**src/rtl/audio_pkg.sv**
```systemverilog
// Shared definitions for the audio frame capture block: default geometry,
// capture state encoding and the signed sample type.
package audio_pkg;

  localparam int N_DEFAULT = 100;
  localparam int W_DEFAULT = 32;

  typedef enum logic [1:0] {
    ST_IDLE    = 2'd0,
    ST_CAPTURE = 2'd1,
    ST_FULL    = 2'd2
  } cap_state_e;

  typedef logic signed [W_DEFAULT-1:0] sample_t;

endpackage

```
**src/rtl/audio_sample_ram.sv**
```systemverilog
// Simple dual-port sample store: one write port, one registered read port.
// Out-of-range reads return zero; a same-index read/write returns old data.
module audio_sample_ram #(
  parameter int N  = 100,
  parameter int W  = 32,
  parameter int AW = $clog2(N)
) (
  input  logic          clk,
  input  logic          reset,
  input  logic          we,
  input  logic [AW-1:0] waddr,
  input  logic [W-1:0]  wdata,
  input  logic [AW-1:0] raddr,
  output logic [W-1:0]  rdata
);

  logic [W-1:0] mem [N];
  logic [W-1:0] rdata_d, rdata_q;

  // Storage is deliberately left out of reset so frames survive it.
  always_ff @(posedge clk) begin
    if (we) mem[waddr] <= wdata;
  end

  always_comb begin
    rdata_d = '0;
    if (int'(raddr) < N) rdata_d = mem[raddr];
  end

  always_ff @(posedge clk) begin
    if (reset) rdata_q <= '0;
    else       rdata_q <= rdata_d;
  end

  assign rdata = rdata_q;

endmodule

```
**src/rtl/audio_frame_capture.sv**
```systemverilog
// Captures one N-sample frame on arm, holds it until released.
// Optional idle drop counter enabled by AUDIO_CAPTURE_DROP_CNT_EN.
module audio_frame_capture
  import audio_pkg::*;
#(
  parameter int N = N_DEFAULT,
  parameter int W = W_DEFAULT
) (
  input  logic                   clk,
  input  logic                   reset,
  input  logic                   arm,
  input  logic                   release_req,  // "release" is a reserved word
  input  logic                   in_valid,
  input  logic [W-1:0]           in_data,
  output logic                   in_ready,
  input  logic [$clog2(N)-1:0]   rd_addr,
  output logic [W-1:0]           rd_data,
  output logic                   frame_done,
  output logic                   full,
  output logic [$clog2(N+1)-1:0] count,
  output logic [15:0]            drop_count
);

  localparam int AW = $clog2(N);
  localparam int CW = $clog2(N+1);

  cap_state_e    state_q, state_d;
  logic [CW-1:0] count_q, count_d;
  logic          full_q, full_d;
  logic          frame_done_q, frame_done_d;
  logic          accept, wr_en;

  assign in_ready = (state_q != ST_FULL);
  assign accept   = in_valid && in_ready;

  always_comb begin
    state_d      = state_q;
    count_d      = count_q;
    full_d       = full_q;
    frame_done_d = 1'b0;
    wr_en        = 1'b0;
    case (state_q)
      ST_IDLE: begin
        if (arm) begin
          state_d = ST_CAPTURE;
          count_d = '0;
        end
      end
      ST_CAPTURE: begin
        if (accept) begin
          wr_en   = 1'b1;
          count_d = count_q + 1'b1;
          if (count_q == CW'(N-1)) begin
            state_d      = ST_FULL;
            full_d       = 1'b1;
            frame_done_d = 1'b1;
          end
        end
      end
      ST_FULL: begin
        // Release together with arm starts the next frame without an idle gap.
        if (release_req) begin
          full_d  = 1'b0;
          state_d = arm ? ST_CAPTURE : ST_IDLE;
          if (arm) count_d = '0;
        end
      end
      default: state_d = ST_IDLE;
    endcase
  end

  always_ff @(posedge clk) begin
    if (reset) begin
      state_q      <= ST_IDLE;
      count_q      <= '0;
      full_q       <= 1'b0;
      frame_done_q <= 1'b0;
    end else begin
      state_q      <= state_d;
      count_q      <= count_d;
      full_q       <= full_d;
      frame_done_q <= frame_done_d;
    end
  end

  assign count      = count_q;
  assign full       = full_q;
  assign frame_done = frame_done_q;

  audio_sample_ram #(.N(N), .W(W)) u_ram (
    .clk   (clk),
    .reset (reset),
    .we    (wr_en),
    .waddr (count_q[AW-1:0]),
    .wdata (in_data),
    .raddr (rd_addr),
    .rdata (rd_data)
  );

`ifdef AUDIO_CAPTURE_DROP_CNT_EN
  logic [15:0] drop_q, drop_d;

  always_comb begin
    drop_d = drop_q;
    if (state_q == ST_IDLE && accept && drop_q != 16'hFFFF) drop_d = drop_q + 16'd1;
  end

  always_ff @(posedge clk) begin
    if (reset) drop_q <= 16'd0;
    else       drop_q <= drop_d;
  end

  assign drop_count = drop_q;
`else
  assign drop_count = 16'd0;
`endif

endmodule

```
**config.mk**
```make
export PLATFORM = sky130hd
export DESIGN_NAME = audio_frame_capture
export DESIGN_NICKNAME = d
export VERILOG_FILES = /design/src/rtl/audio_pkg.sv /design/src/rtl/audio_sample_ram.sv /design/src/rtl/audio_frame_capture.sv
export SDC_FILE = /design/constraint.sdc
export NUM_CORES = 2
export LEC_CHECK = 0
export BUFFER_PORTS_ARGS = -buffer_cell sky130_fd_sc_hd__buf_2
export CAP_MARGIN = 20
export CORE_MARGIN = 2
export CORE_UTILIZATION = 48
export DETAILED_ROUTE_END_ITERATION = 16
export PLACE_DENSITY = 0.74
export SETUP_SLACK_MARGIN = 0.4
export SLEW_MARGIN = 20
export SYNTH_ARGS = -nofsm -noshare
export SYNTH_HDL_FRONTEND = slang
export SYNTH_SLANG_ARGS = --single-unit
```
**constraint.sdc**
```tcl
create_clock -name clk -period 3.75 [get_ports clk]
set_clock_uncertainty 0.05 [all_clocks]
set_input_delay 0.75 -clock clk [delete_from_list [all_inputs] [get_ports clk]]
set_output_delay 0.75 -clock clk [all_outputs]
set_load 0.05 [all_outputs]
```
; ---- After elaboration in Yosys (flattened, before gate mapping)
; Memory sizes are Yosys's and may differ from the RTL's. A register that Yosys moved wholly into a read port is not among the register bits.
; Index checks and enable logic that the tools add are counted.
[classes]
add_sub_neg = 1
n_mul = 0
div_mod_pow = 0
magnitude_cmp = 1
eq_ne = 8
shifts = 0
muxes = 19
bitwise_logic = 3
reduce_logical = 9
[op_table]
columns = operator, n
row1 = 7-bit 2-to-1 mux, 3
row2 = 7-bit one-hot mux with 3 select lines, 1
row3 = "2-bit != test, second input constant", 5
row4 = 1-bit 2-to-1 mux, 9
row5 = 2-bit 2-to-1 mux, 4
row6 = 4-bit AND reduction, 2
row7 = "7-bit by 1-bit adder with 7-bit output, second input constant", 1
row8 = "7-bit == test, second input constant", 1
row9 = "7-bit < comparator, second input constant", 1
row10 = 2-bit one-hot mux with 3 select lines, 1
row11 = 1-bit NOT, 3
row12 = 3-bit AND reduction, 1
row13 = 3-bit nonzero test, 1
row14 = 3-bit OR reduction, 1
row15 = "2-bit by 1-bit == test with 1-bit output, second input constant", 1
row16 = "2-bit == test, second input constant", 1
row17 = 2-bit logical NOT, 1
row18 = 1-bit one-hot mux with 2 select lines, 1
row19 = 2-bit nonzero test, 1
row20 = 2-bit OR reduction, 1
row21 = 1-bit logical AND, 1
[word_totals]
ff_bits = 11
latch_bits = 0
mem_bits_rw = 3200
rom_bits = 0
output_inout_bits = 58
memories = 1
[memory_table]
columns = memory, depth, width, rd, rd_ports_with_merged_regs, wr, line_no
row1 = u_ram.mem, 100, 32, 1, 1, 1, audio_sample_ram.sv:17  ; logic [W-1:0] mem [N];

; ---- Logic depth before layout (Yosys ltp)
[depth]
word_depth = 6
ltp_mapped = 12
mapped_depth_nobuf = 6

; ---- Modules after synthesis
; From an unflattened synthesis, not the netlist that was laid out.
[hier_totals]
cells_unflattened = 5530
hier_area_um2 = 124443.1
[by_module_without_submodules]
columns = mod, n_inst, cells_per_inst, area_per_inst_um2, seq_area_each_um2
row1 = audio_sample_ram, 1, 5454, 123781.2, 96732.8
row2 = audio_frame_capture, 1, 76, 661.9, 220.2

; ---- Worst setup path before layout
; No wires, ideal clock.
[synth_path]
path_kind = input -> register
start = input in_valid
end = memory u_ram.mem[78][0] (enable)
setup_ns = 0.421
arrival_ns = 2.920
required_ns = 3.279
slack_ns = 0.359
stages = 5
n_path_buf = 1
path_cell_list = nand2_1 nor3_1 nand3_1 clkbuf_1 nor2_1
[synth_between]
elab_chain_len = 5
[synth_rtl]
columns = item, line_no
row1 = start: declaration, audio_frame_capture.sv:13  ; input logic in_valid,
row2 = 1-bit logical AND, audio_frame_capture.sv:34  ; assign accept = in_valid && in_ready;
row3 = 1-bit 2-to-1 mux, audio_frame_capture.sv:50  ; if (accept) begin
row4 = 1-bit 2-to-1 mux, audio_frame_capture.sv:42  ; case (state_q)
row5 = 1-bit 2-to-1 mux, audio_sample_ram.sv:22  ; if (we) mem[waddr] <= wdata;
row6 = 1-bit 2-to-1 mux (implied by the code), audio_sample_ram.sv:22
row7 = end: declaration, audio_sample_ram.sv:17
; No other way between the ends.

; ---- Worst setup path in the final report
[layout_path]
start = input rd_addr[0]
end = register u_ram.rdata_q[14] (netlist: u_ram.rdata[14]), read port of u_ram.mem
[layout_between]
elab_chain_len = 3
[layout_rtl]
columns = item, line_no
row1 = start: declaration, audio_frame_capture.sv:16  ; input logic [$clog2(N)-1:0] rd_addr,
row2 = 7-bit < comparator, audio_sample_ram.sv:27  ; if (int'(raddr) < N) rdata_d = mem[raddr];
row3 = 1-bit NOT (no line), n/a
row4 = 2-bit OR reduction (no line), n/a
row5 = end: declaration, audio_sample_ram.sv:18  ; logic [W-1:0] rdata_d, rdata_q;
; Several ways; a longest one is shown, not always the timed one.
; A chain may end at the register's enable or synchronous reset.

==> flow_summary_export.csv <==
group,metric,value,unit
min_path,min_path_type,"input port to register",
synthesis,syn-cell-area,124000,µm²
grt,track_usage,26.2,%
detailed_routing,vias,63900,
synthesis,synth_commonest_cells,"edfxtp_1, mux4_2, mux2i_1",
detailed_routing,wirelength,349000,µm
floorplanning,start_util,48.3,%
placement,dp.cells,9132,
setup_path,critPathKind,"input port to register",
sta,drv_slew,0,
job,maxCapViolations,0,
cts,cts_sinks,3243,
grt,grt_max_degree,101,
cells_and_area,stdcell_count,9718,
placement,dp_hpwl,197000,µm
setup_path,slowest_stage,"o211ai_1",
detailed_routing,drtPass1Iterations,6,
synthesis,ys_top_cells_by_area,"edfxtp_1, mux4_2, mux2i_1",
floorplanning,die_h,512,µm
grt,grt_pass1_vias,63000,
setup_path,worst-path-max-fanout,23,
cells_and_area,drive_gt1_share,29.9,%
sta,tightest_slew,1.22,ns
outcome,outcome,"complete, no violations",
setup_path,cp-end-kind,"register",
setup_path,arrival,3.88,ns
cts,ctsResizeCount,0,
detailed_routing,via_per_inst,6.58,
floorplanning,dieArea,262000,µm²
pwr,power_density,530,nW/µm²
min_path,hold_depth,3,
cts,cts_root_buffer,"clkbuf_16",
synthesis,synthArstFlopShare,0,%
detailed_routing,initialDrtViolationCount,10400,
cells_and_area,fillers,18000,
pwr,power,75.6,mW
detailed_routing,remaining_drc_errors,0,
synthesis,synth_top_cell_by_area,"edfxtp_1",
synthesis,synth_cell_types,59,
detailed_routing,avgRoutedWirePerCell,35.9,µm
sta,finalSetupViolCount,0,
detailed_routing,ant_nets,0,
cts,cts_made_buffers,332,
synthesis,yosys_warnings,0,
synthesis,ys_ff_latch,3243,
placement,portBuffers,85,
floorplanning,fp-row-count,186,
cts,cts_buffer_depth,4,
cts,insertion_delay,0.96,ns
floorplanning,fp.dieW,512,µm
cts,htreeDepth,5,
grt,antenna_found_initial,26,
cts,postCtsSetupRepairBufs,0,
pwr,peakVddDrop,535,µV
synthesis,netlist_instances,5489,
sta,fmax,319,MHz
sta,rsz0062_at_grt,"false",
cts,cts.clk_slew.worst_paths,0.06,ns
setup_path,cp.required,4.50,ns
setup_path,crit_chain,"buf_12 -> buf_12 -> buf_4 -> buf_4 -> mux4_2 -> mux4_2 -> o211ai_1 -> nand3_1",
placement,place.gp.congestion,0.878,
synthesis,synth_top_cell_area_share,77.6,%
grt,grt_overflow,0,
cts,cts_tree,"done",
cells_and_area,final_util,55.6,%
floorplanning,ioPinCount,102,
synthesis,synth_flop_cell,"edfxtp_1",
sta,fin_crit_sh,83.6,%
synthesis,yosysSeqAreaShare,78.3,%
synthesis,synth.most_common_cell,"edfxtp_1",
synthesis,synth.avg_cell_area,22.6,µm²
sta,max_slew_margin,18.2,%
setup_path,worst_setup_path_start_kind,"input port",
cells_and_area,final_nets,6129,
grt,grt_first_pass_wirelength,483000,µm
synthesis,synth_edf_count,3200,
cells_and_area,syn_to_final_growth,15.2,%
sta,hold_viol_final,0,
sta,fin_crit,3.13,ns
pwr,p_leak,45.4,nW
setup_path,worst_r2r_path_depth,7,
floorplanning,coreArea,257000,µm²
cts,holdBufCountCts,1,
setup_path,critPathMaxStageDelay,0.88,ns
==> worst max-delay path, delay by kind of cell <==
family / cells / cell delay [ns]
multiplexers: 2 / 1.07
AND/OR/NAND/NOR: 1 / 0.15
buffers and inverters: 4 / 0.95
AO/OA/AOI/OAI: 1 / 0.88
==> path summary, 6_finish.rpt <==
kind	start	to	slack, ns
worst max-delay path	rd_addr[0]	u_ram.rdata[14]$_SDFF_PP0_	0.62
worst min register to register	full$_SDFFE_PP0P_	full$_SDFFE_PP0P_	0.50
worst max register to register	state_q[0]$_SDFFE_PP0P_	u_ram.mem[23][5]$_DFFE_PP_	0.67
worst min-delay path	arm	state_q[0]$_SDFFE_PP0P_	0.06
==> cells in the final DEF (no fill, tap or decap), types with 60 or more instances in the layout <==
cell	count
clkinv_2	60
nand2_1	86
a21oi_1	118
clkinv_1	65
buf_4	398
clkbuf_1	69
buf_12	104
mux2i_1	336
o221ai_1	60
edfxtp_1	3200
nor2_4	101
clkbuf_16	336
a22oi_1	75
mux4_2	724
==> stage by stage <==
| step | setup slack, ns | TNS [ns] | hold WS, ns | area, µm² |
|---|---|---|---|---|
| 3_3_place_gp | -0.245 | -0.482 | 0.460 | 132000 |
| 3_5_place_dp | -0.293 | -0.609 | 0.483 | 132000 |
| 2_1_floorplan | 0.359 | 0 | 0.531 | 124000 |
| 5_1_grt | 0.563 | 0 | 0.0760 | 143000 |
| 4_1_cts | 0.705 | 0 | 0.0154 | 143000 |
| 6_report | 0.616 | 0 | 0.0582 | 143000 |
==> sequential cells by signal, indices dropped and copies added, names as in the netlist <==
register and count:
u_ram.mem 3200, u_ram.rdata 32, count 7, state_q 2, frame_done 1, full 1
==> report_power, final <==
| group | internal, mW | switching (mW) |
|---|---|---|
| Sequential | 39.9 | 0.101 |
| Combinational | 1.43 | 2.66 |
| Clock | 18.2 | 13.3 |
| Total | 59.5 | 16.1 |
==> cells by family (layout without fill, tap and decap cells) <==
group	count (synthesis)	after routing	share of synthesized area, %
AOI/OAI and AO/OA	489	489	2.72
xor gates and xnor gates	4	4	0.0283
adders and majority gates	1	1	0.0101
buffers and inverters	324	1147	1.60
DFF	3243	3243	78.3
muxes	1098	1098	16.2
other	1	23	0.00303
and+or+nand+nor	329	329	1.15
==> final cells by class <==
cell class,instances,area [µm²],area share [%]
flip-flops and latches,3243,97000,67.9
multi-input cells,1937,25800,18.1
clock buffers,412,8760,6.14
repair buffers,565,5500,3.86
well taps,3384,4230,2.97
clock inverters,165,1420,0.992
inverters,5,18.8,0.0132
diodes,7,17.5,0.0123
==> metal layers <==
| metal | up-vias | track usage (%) | routed length [µm] |
|---|---|---|---|
| met5 | - | 0 | 84 |
| met1 | 33500 | 35.2 | 123000 |
| met4 | 12 | 12.1 | 19100 |
| met2 | 5016 | 39.6 | 158000 |
| li1 | 24500 | - | - |
| met3 | 927 | 7.85 | 48500 |
(Power assumes the default switching activity.)
